[src/rtl/recon_join_unit.sv]
// Reconstruction join: per TU, merges intra/inter prediction with residuals,
// clips pred+resi to the latched bit depth and queues recon beats in a small FIFO.
module recon_join_unit #(
   parameter int bitDepthY = 10,
   parameter int nSamples  = 16,
   parameter int OUT_DEPTH = 2
) (
   input  logic                               clk,
   input  logic                               arst_n,
   input  logic                               cmd_val,
   output logic                               cmd_rdy,
   input  logic                               cmd_isInter,
   input  logic                               cmd_cbf,
   input  logic [2:0]                         cmd_tuSizeLog2,
   input  logic [3:0]                         gp_bitDepth,
   input  logic [bitDepthY*nSamples-1:0]      predSamples_intra,
   input  logic                               intra_pred_val,
   output logic                               intra_pred_rdy,
   input  logic [bitDepthY*nSamples-1:0]      predSamples_inter,
   input  logic                               inter_pred_val,
   output logic                               inter_pred_rdy,
   input  logic [(bitDepthY+1)*nSamples-1:0]  residuals,
   input  logic                               resi_val,
   output logic                               resi_rdy,
   output logic [bitDepthY*nSamples-1:0]      r_reconSamples,
   output logic                               recon_val,
   input  logic                               recon_rdy,
   output logic                               tu_done,
   output logic                               busy
);

   localparam int BW = bitDepthY * nSamples;
   localparam int RW = bitDepthY + 1;
   localparam int PW = (OUT_DEPTH > 1) ? $clog2(OUT_DEPTH) : 1;
   localparam int CW = $clog2(OUT_DEPTH + 1);

   typedef enum logic {IDLE, RUN} state_t;

   state_t          state_q, state_d;
   logic            is_inter_q, is_inter_d;
   logic            cbf_q, cbf_d;
   logic [5:0]      last_q, last_d;
   logic [5:0]      cnt_q, cnt_d;
   logic [3:0]      bd_q, bd_d;
   logic            tu_done_q, tu_done_d;

   logic [BW-1:0]   mem_q [OUT_DEPTH];
   logic [PW-1:0]   wr_q, rd_q;
   logic [CW-1:0]   count_q;

   logic            not_full, pred_v, resi_ok, fire, pop;
   logic [BW-1:0]   pred_sel, recon_beat;
   logic [bitDepthY-1:0]        p_s;
   logic [RW-1:0]               r_s;
   logic signed [bitDepthY+1:0] sum_s;
   logic [bitDepthY+1:0]        max_u;

   function automatic logic [PW-1:0] ptr_inc(input logic [PW-1:0] p);
      return (p == PW'(OUT_DEPTH - 1)) ? '0 : p + 1'b1;
   endfunction

   // Registered count gates the push, so a full FIFO never pushes and pops together.
   assign not_full  = count_q < CW'(OUT_DEPTH);
   assign recon_val = count_q != '0;
   assign pop       = recon_val & recon_rdy;
   assign busy      = (state_q == RUN) | recon_val;
   assign tu_done   = tu_done_q;
   assign r_reconSamples = recon_val ? mem_q[rd_q] : '0;

   always_comb begin
      state_d        = state_q;
      is_inter_d     = is_inter_q;
      cbf_d          = cbf_q;
      last_d         = last_q;
      cnt_d          = cnt_q;
      bd_d           = bd_q;
      tu_done_d      = 1'b0;
      cmd_rdy        = 1'b0;
      intra_pred_rdy = 1'b0;
      inter_pred_rdy = 1'b0;
      resi_rdy       = 1'b0;
      fire           = 1'b0;
      pred_v         = is_inter_q ? inter_pred_val : intra_pred_val;
      resi_ok        = cbf_q ? resi_val : 1'b1;
      unique case (state_q)
         IDLE: begin
            cmd_rdy = 1'b1;
            if (cmd_val) begin
               is_inter_d = cmd_isInter;
               cbf_d      = cmd_cbf;
               unique case (cmd_tuSizeLog2)
                  3'd3:    last_d = 6'd3;
                  3'd4:    last_d = 6'd15;
                  3'd5:    last_d = 6'd63;
                  default: last_d = 6'd0;
               endcase
               bd_d    = (gp_bitDepth > 4'(bitDepthY)) ? 4'(bitDepthY) : gp_bitDepth;
               cnt_d   = '0;
               state_d = RUN;
            end
         end
         RUN: begin
            intra_pred_rdy = ~is_inter_q & not_full & resi_ok;
            inter_pred_rdy =  is_inter_q & not_full & resi_ok;
            resi_rdy       = cbf_q & not_full & pred_v;
            fire           = pred_v & resi_ok & not_full;
            if (fire) begin
               cnt_d = cnt_q + 6'd1;
               if (cnt_q == last_q) begin
                  state_d   = IDLE;
                  tu_done_d = 1'b1;
               end
            end
         end
         default: state_d = IDLE;
      endcase
   end

   always_comb begin
      pred_sel   = is_inter_q ? predSamples_inter : predSamples_intra;
      max_u      = ((bitDepthY+2)'(1) << bd_q) - (bitDepthY+2)'(1);
      recon_beat = '0;
      p_s        = '0;
      r_s        = '0;
      sum_s      = '0;
      for (int unsigned i = 0; i < nSamples; i++) begin
         p_s   = pred_sel[i*bitDepthY +: bitDepthY];
         r_s   = cbf_q ? residuals[i*RW +: RW] : '0;
         sum_s = $signed({2'b00, p_s}) + $signed({r_s[RW-1], r_s});
         if (sum_s < 0)
            recon_beat[i*bitDepthY +: bitDepthY] = '0;
         else if (sum_s > $signed(max_u))
            recon_beat[i*bitDepthY +: bitDepthY] = max_u[bitDepthY-1:0];
         else
            recon_beat[i*bitDepthY +: bitDepthY] = sum_s[bitDepthY-1:0];
      end
   end

   always_ff @(posedge clk or negedge arst_n) begin
      if (!arst_n) begin
         state_q    <= IDLE;
         is_inter_q <= 1'b0;
         cbf_q      <= 1'b0;
         last_q     <= '0;
         cnt_q      <= '0;
         bd_q       <= '0;
         tu_done_q  <= 1'b0;
         wr_q       <= '0;
         rd_q       <= '0;
         count_q    <= '0;
      end else begin
         state_q    <= state_d;
         is_inter_q <= is_inter_d;
         cbf_q      <= cbf_d;
         last_q     <= last_d;
         cnt_q      <= cnt_d;
         bd_q       <= bd_d;
         tu_done_q  <= tu_done_d;
         if (fire) wr_q <= ptr_inc(wr_q);
         if (pop)  rd_q <= ptr_inc(rd_q);
         unique case ({fire, pop})
            2'b10:   count_q <= count_q + 1'b1;
            2'b01:   count_q <= count_q - 1'b1;
            default: count_q <= count_q;
         endcase
      end
   end

   always_ff @(posedge clk) begin
      if (fire) mem_q[wr_q] <= recon_beat;
   end

endmodule

[config.mk]
export PLATFORM = sky130hd
export DESIGN_NAME = recon_join_unit
export DESIGN_NICKNAME = d
export VERILOG_FILES = /design/src/rtl/recon_join_unit.sv
export SDC_FILE = /design/constraint.sdc
export NUM_CORES = 1
export LEC_CHECK = 0
export ABC_AREA = 0
export CORE_MARGIN = 4
export CORE_UTILIZATION = 48
export DETAILED_ROUTE_END_ITERATION = 16
export PLACE_DENSITY = 0.79
export SETUP_SLACK_MARGIN = 0.4
export SLEW_MARGIN = 20
export SYNTH_ARGS = -nofsm -noshare
export SYNTH_HDL_FRONTEND = slang
export SYNTH_SLANG_ARGS = --single-unit
[constraint.sdc]
create_clock -name clk -period 9.1 [get_ports clk]
set_input_delay 1.365 -clock clk [delete_from_list [all_inputs] [get_ports clk]]
set_output_delay 1.365 -clock clk [all_outputs]
set_load 0.01 [all_outputs]
[Word level (Yosys, flattened, before mapping)]
Memories as Yosys holds them, arrays and structs flattened.
Cells that the tools add are included.
Operators by class
  $add $sub $neg: 22
  magnitude comparators: 34
  equal/unequal tests: 8
  shifts and indexed selects: 1
  mux-type cells: 74
  bitwise logic cells: 12
  reduce and logical (&&, ||, !) cells: 4
Operators by type and width (count)
  two-way mux 10 bit: 32
  two-way mux 160 bit: 2
  adder 11 x 11 -> 12 bit: 16
  greater-than comparator 12 bit: 16
  < comparator 12 x 1 -> 1 bit, second input constant: 16
  two-way mux 11 bit: 16
  case mux 6 bit (3 select lines): 1
  two-way mux 1 bit: 17
  two-way mux 6 bit: 2
  case mux 6 bit (2 select lines): 1
  << shifter 1 x 4 -> 12 bit, first input constant: 1
  subtractor 12 x 2 -> 12 bit, second input constant: 1
  bitwise AND 1 bit: 9
  adder 6 x 1 -> 6 bit, second input constant: 1
  == test 3 bit, second input constant: 2
  == test 6 bit: 1
  greater-than comparator 4 bit, second input constant: 1
  two-way mux 4 bit: 1
  case mux 2 bit (2 select lines): 1
  AND reduction 2 bit: 2
  nonzero test 2 bit: 2
  == test 3 x 2 -> 1 bit, second input constant: 1
  adder 1 bit, second input constant: 2
  adder 2 x 1 -> 2 bit, second input constant: 1
  other kinds (9): 10
Word-level totals
  flip-flop bits (word level): 24
  bits in writable memories: 320
  input port bits: 512
  output and inout bits: 167
  word-level logic and storage cells: 166
  memories: 1
Memory list
  mem_q: words 2, bits a word 160, read ports 1, clocked after Yosys merged registers in 0, write ports 1, RTL line 47  | logic [BW-1:0] mem_q [OUT_DEPTH];

[Depth between registers and ports, before layout]
  depth in word-level cells: 6
  mapped depth: 25
  depth with buffers taken out: 19

[Worst setup path after synthesis]
No wires, ideal clock.
  path type: in2reg
  from: input inter_pred_val
  to: memory mem_q[0][0] in the netlist's numbering (enable)
  library setup time: 683 ps
  arrival: 8840 ps
  data required time: 8417 ps
  setup slack: -422 ps
  cell stages on the path: 6
  path buffers: 1
  cells stage by stage: mux2i_1 nor3_1 and2_1 clkbuf_1 clkinv_1 nor2_1
Between the ends
  cells in the longest elaborated chain, start to end: 6
Ends and longest elaborated chain
  from (decl): RTL line 20  | input logic inter_pred_val,
  two-way mux 1 bit: RTL line 83  | pred_v = is_inter_q ? inter_pred_val : intra_pred_val;
  bitwise AND 1 bit (2 in a row): RTL line 106  | fire = pred_v & resi_ok & not_full;
  two-way mux 1 bit: RTL line 85  | unique case (state_q)
  two-way mux 1 bit: RTL line 170  | if (fire) mem_q[wr_q] <= recon_beat;
  two-way mux 1 bit (not written as such): RTL line 170
  to (decl): RTL line 47
No other way between the ends.

[Final worst setup path]
  from: register bd_q[3]
  to: memory mem_q[1][114] in the netlist's numbering (data pin)
Between the ends
  cells in the longest elaborated chain, start to end: 5
Ends and longest elaborated chain
  from (decl): RTL line 44  | logic [3:0] bd_q, bd_d;
  from (signal assigned): RTL line 146  | bd_q <= '0;
  from (signal assigned): RTL line 157  | bd_q <= bd_d;
  << shifter 1 x 4 -> 12 bit *: RTL line 121  | max_u = ((bitDepthY+2)'(1) << bd_q) - (bitDepthY+2)'(1);
  subtractor 12 x 2 -> 12 bit *: RTL line 121
  greater-than comparator 12 bit: RTL line 132  | else if (sum_s > $signed(max_u))
  two-way mux 10 bit *: RTL line 132
  two-way mux 10 bit *: RTL line 130  | if (sum_s < 0)
  named net recon_beat[114]: RTL line 52  | logic [BW-1:0] pred_sel, recon_beat;
The timed path passes the listed nets; every way through them passes the cells marked *.

==> metrics list <==
* Count of endpoints failing setup in the final report: 0
* Post-synth EDFFs: 320
* Pins over their slew limit: 0
* P per Cell Area: 449 mW/mm²
* Area of the die: 0.0698 mm²
- After synthesis, the mean cell area works out to 9.70 µm².
- Worst Hold Class: flip-flop to flip-flop
- Crit-path max FO: 18
* Std cell rows: 93
- In this run the vertical extent of the chip is 264 µm.
- Cell at the root of the clock tree: sky130_fd_sc_hd__clkbuf_16
- CP startpoint kind: flip-flop
- Maximum number of pins on one net before global-route repair: 80
* Main combinational cell family by area after synthesis: simple AND/OR/NAND/NOR gates
- Ratio of cells with drive above 1 in the final layout: between 8 and 9%
* Clock insertion delay at the later pin of the skew report: between 500 and 600 ps
- Setup repair after global routing left no endpoint under its margin.
- Post-synth ARST share: 6.16%
- Worst slack, placed: around 2100 ps
- Portion of the post-synthesis area used by sequential elements: 32.2%
- DRC violation count after routing: 0
- Share of cell area taken by muxes after synthesis: 15.9%
* Peak clock frequency supported by timing: 149 MHz
- Global routing finished with a remaining overflow of 0.
- Area growth from synthesis to final layout: 28.6%
- Clock-pin slew of the registers on the worst-case setup and hold paths: 60 ps
- The worst hold path begins at cnt_q[5].
- Sequential cells burn between 10% and 20% of the power.
- Most frequently used cell type in the post-synthesis netlist: sky130_fd_sc_hd__nor2_1
- Simple-gate portion of the synthesized area: roughly 17%
* Post-synthesis share of cell area spent on full adders, half adders and majority gates: ~14%
* Top cells by area in the synthesized netlist: sky130_fd_sc_hd__edfxtp_1 (31%), sky130_fd_sc_hd__ha_1 (12%), sky130_fd_sc_hd__mux2i_1 (9.9%), sky130_fd_sc_hd__mux2_2 (5.9%), sky130_fd_sc_hd__nor2_1 (5.1%)
* Reg-to-reg startpoint: bd_q[3]
* Post-synthesis share of cell area spent on xor and xnor gates: roughly 4.5%
- In this run the remaining antenna-violating nets after routing total 0.
- Among all flip-flop cells after synthesis, the most frequent one is sky130_fd_sc_hd__edfxtp_1.
- In this run the count of I/O pins placed on the die edge is 679.
- Required time of the critical path: 9390 ps
* Per-cell via count in the routed design: 5.95
- The worst setup path is captured at a flip-flop.
* Synthesis warning total: 0
- Maximum ir drop on the vdd rail: around 270 µV
- CTS tree: built
- The first TritonRoute pass finished after 6 iterations.
- Proportion of power drawn by the clock network: between 8 and 9%
- Clock skew on the completed layout was measured at 19.7 ps.
- Summed over all cells, the static leakage comes to 17.0 nW.
* Starting Density: 48.7%
- Cells after Synth: 3248
* CP max stage cell: sky130_fd_sc_hd__o21ai_4
- Number of levels the H-tree was split into: 2
* Port Buffers: approximately 680
- After synthesis the netlist holds a flip-flop and latch count of about 340.
- At the pin with the least slew margin, the transition time is 1170 ps.
- Post-CTS Repair Setup Buffers: 0
- Counting both buffers and inverters, the worst setup path holds a total of 2.
* Critical path launch point: bd_q[3]
- Number of gates given a new drive strength after cts: 0
* Number of antenna violations at the first check in global routing: 10
* Biggest cell delay along the critical path: 810 ps
- Summing over every cut layer, the via total after detailed routing is 28200.
- Cell Int Power: 0.00958 W
- All-layer global routing usage: 29.4%
- Net count of the finished layout: 4680
- First-pass GRT wire length: 160000 µm
- The number of global-route vias before repair was ~27000.
* Core area: around 0.065 mm²
* Total wire length after detailed routing: about 110000 µm
- Post-Synthesis Cell Area: 0.0315 mm²
- Share of power burned in combinational logic: 72.8%
- Setup slack closes at 2400 ps.
- Delay-heaviest family, CP: compound AO/OA/AOI/OAI gates
- Synth top area share: 30.5%
- After routing, the total negative slack on setup checks comes to 0 ps.
- After layout, the worst path uses between 70% and 80% of the clock period.
- The number of nets in the synthesized netlist is 4083.
* Post-layout minimum cycle time: about 6700 ps
- Switching power total: 0.00864 W
- Sw frac: 47.4%
- Gpl congestion: between 0.8 and 0.9
* Data arrival time of the critical path: 6990 ps
- In this run the horizontal extent of the chip is 264 µm.
- In this run, post-CTS hold repair placed 0 buffers.
- Cell taking the most area after synthesis: sky130_fd_sc_hd__edfxtp_1
- Final Hold Vio Count: 0
* Number of maximum-capacitance violations: 0
* Crit Path Class: flip-flop to flip-flop
- Slew headroom: 22.1%
- Top post-synthesis cells by count: sky130_fd_sc_hd__nor2_1 (424), sky130_fd_sc_hd__edfxtp_1 (320), sky130_fd_sc_hd__mux2i_1 (313)
* CTS Buf Count: 41
- The tightest hold path in the finished design has a slack of 530 ps.
- Status: finished clean
- The synthesized netlist devotes 14.1% of its cell area to compound gates.
- WL/cell: around 23 µm
- For this block, the initial DRC count from the detailed router was 2274.
- Count of distinct cell types in the synthesized netlist: a little over 80
- The design draws 0.0182 W.
* Ordered cell list for the critical path: nor3_1 > nand2b_2 > ha_2 > nor3_1 > a21oi_1 > o21ai_4 > inv_2 > ha_1 > a21oi_1 > nor3b_1 > mux2i_1 > a41o_1 > maj3_1 > and3_1 > o21ai_0 > buf_4 > mux2i_1 > nor2_1
* Placed wire-length estimate after detailed placement: 79200 µm
- Counting along the longest clock path gives a buffer depth of 3.
* Number of clock sinks: 341
placed cells by master (no fill, tap or decap), drive strengths merged, types with 24 or more instances in the layout:
master | Yosys | layout
a211oi | 78 | 78
a21o | 89 | 89
a21oi | 154 | 154
and2 | 189 | 189
and3 | 45 | 45
buf | 46 | 51
clkbuf | 128 | 48
clkdlybuf4s50 | 0 | 677
edfxtp | 320 | 320
ha | 307 | 307
inv | 71 | 74
mux2 | 166 | 166
mux2i | 313 | 313
nand2 | 126 | 126
nand2b | 28 | 28
nand3 | 44 | 44
nand4 | 28 | 28
nor2 | 425 | 425
nor2b | 25 | 25
nor3 | 56 | 56
o21a | 31 | 31
o21ai | 91 | 91
o21bai | 24 | 24
xnor2 | 110 | 110
xor2 | 26 | 26
metal layers:
metal  share of wire [%]  up-vias  global-route usage (%)  wire [µm]
li1                    -    13300                       -          -
met1                  40    13400                    37.1      43700
met2                  48     1209                    50.3      52100
met3                 7.6      232                    5.15       8310
met4                 4.3        6                    11.5       4640
met5               0.038        -                       0         41
area by class of cell:
class                      instances  area [µm²]
antenna                            7        17.5
clock buffer                      48        1090
clock inverter                    25         215
fill                            5368       24200
inverter                          73         274
multi-input combinational       2660       20500
sequential                       341       10100
tap                              855        1070
timing repair buffer             728        7180
worst reg2reg max path, cell delays in order, from the launching register on:
cell and delay [ps]:
sky130_fd_sc_hd__dfrtp_2 550, sky130_fd_sc_hd__nor3_1 630, sky130_fd_sc_hd__nand2b_2 130, sky130_fd_sc_hd__ha_2 300
sky130_fd_sc_hd__nor3_1 230, sky130_fd_sc_hd__a21oi_1 100, sky130_fd_sc_hd__o21ai_4 810, sky130_fd_sc_hd__inv_2 670
sky130_fd_sc_hd__ha_1 490, sky130_fd_sc_hd__a21oi_1 280, sky130_fd_sc_hd__nor3b_1 240, sky130_fd_sc_hd__mux2i_1 100
sky130_fd_sc_hd__a41o_1 220, sky130_fd_sc_hd__maj3_1 340, sky130_fd_sc_hd__and3_1 180, sky130_fd_sc_hd__o21ai_0 530
sky130_fd_sc_hd__buf_4 300, sky130_fd_sc_hd__mux2i_1 250, sky130_fd_sc_hd__nor2_1 100
through the flow:
stage | instances | cell area, µm² | util, %
3_5_place_dp | 4657 | 39200 | 60.6
2_1_floorplan | 3248 | 31500 | -
4_1_cts | 4730 | 40500 | 62.6
5_1_grt | 4734 | 40500 | 62.6
6_report | 4737 | 40500 | 62.6
3_3_place_gp | 4657 | 39200 | 60.5
logic make-up (layout without fill, tap and decap cells):
family	count (synthesis)	after routing
AND/OR/NAND/NOR	1061	1061
AO/OA/AOI/OAI	638	638
flip-flops	341	341
buffers and inverters	247	874
XOR/XNOR	146	146
adder cells (fa/ha/maj)	336	336
multiplexers	479	479
other	0	7
path summary, 6_finish.rpt:
check                                 to  slack [ps]  cells after the start
max                        mem_q[1][114]        2400                     18
min                             cnt_q[5]         530                      1
max reg2reg                mem_q[1][114]        2400                     18
min reg2reg                     cnt_q[5]         530                      1
max in group asynchronous          cbf_q        7890                      1
min in group asynchronous        state_q         790                      1
registers in the layout, indices dropped and copies added (netlist names):
register,count
mem_q,320
cnt_q,6
bd_q,4
last_q,3
count_q,2
cbf_q,1
is_inter_q,1
rd_q,1
state_q,1
tu_done,1
wr_q,1
power by group through the flow:
| stage | sequential [W] | combinational [W] | clock, W |
|---|---|---|---|
| 6_report | 0.00334 | 0.0133 | 0.00162 |
| 5_1_grt | 0.00340 | 0.0143 | 0.00171 |
| 4_1_cts | 0.00334 | 0.0131 | 0.00164 |
| 3_5_place_dp | 0.00337 | 0.0130 | 0 |
| 3_3_place_gp | 0.00334 | 0.0127 | 0 |
| 2_1_floorplan | 0.00326 | 0.00888 | 0 |
(Power assumes the default switching activity.)
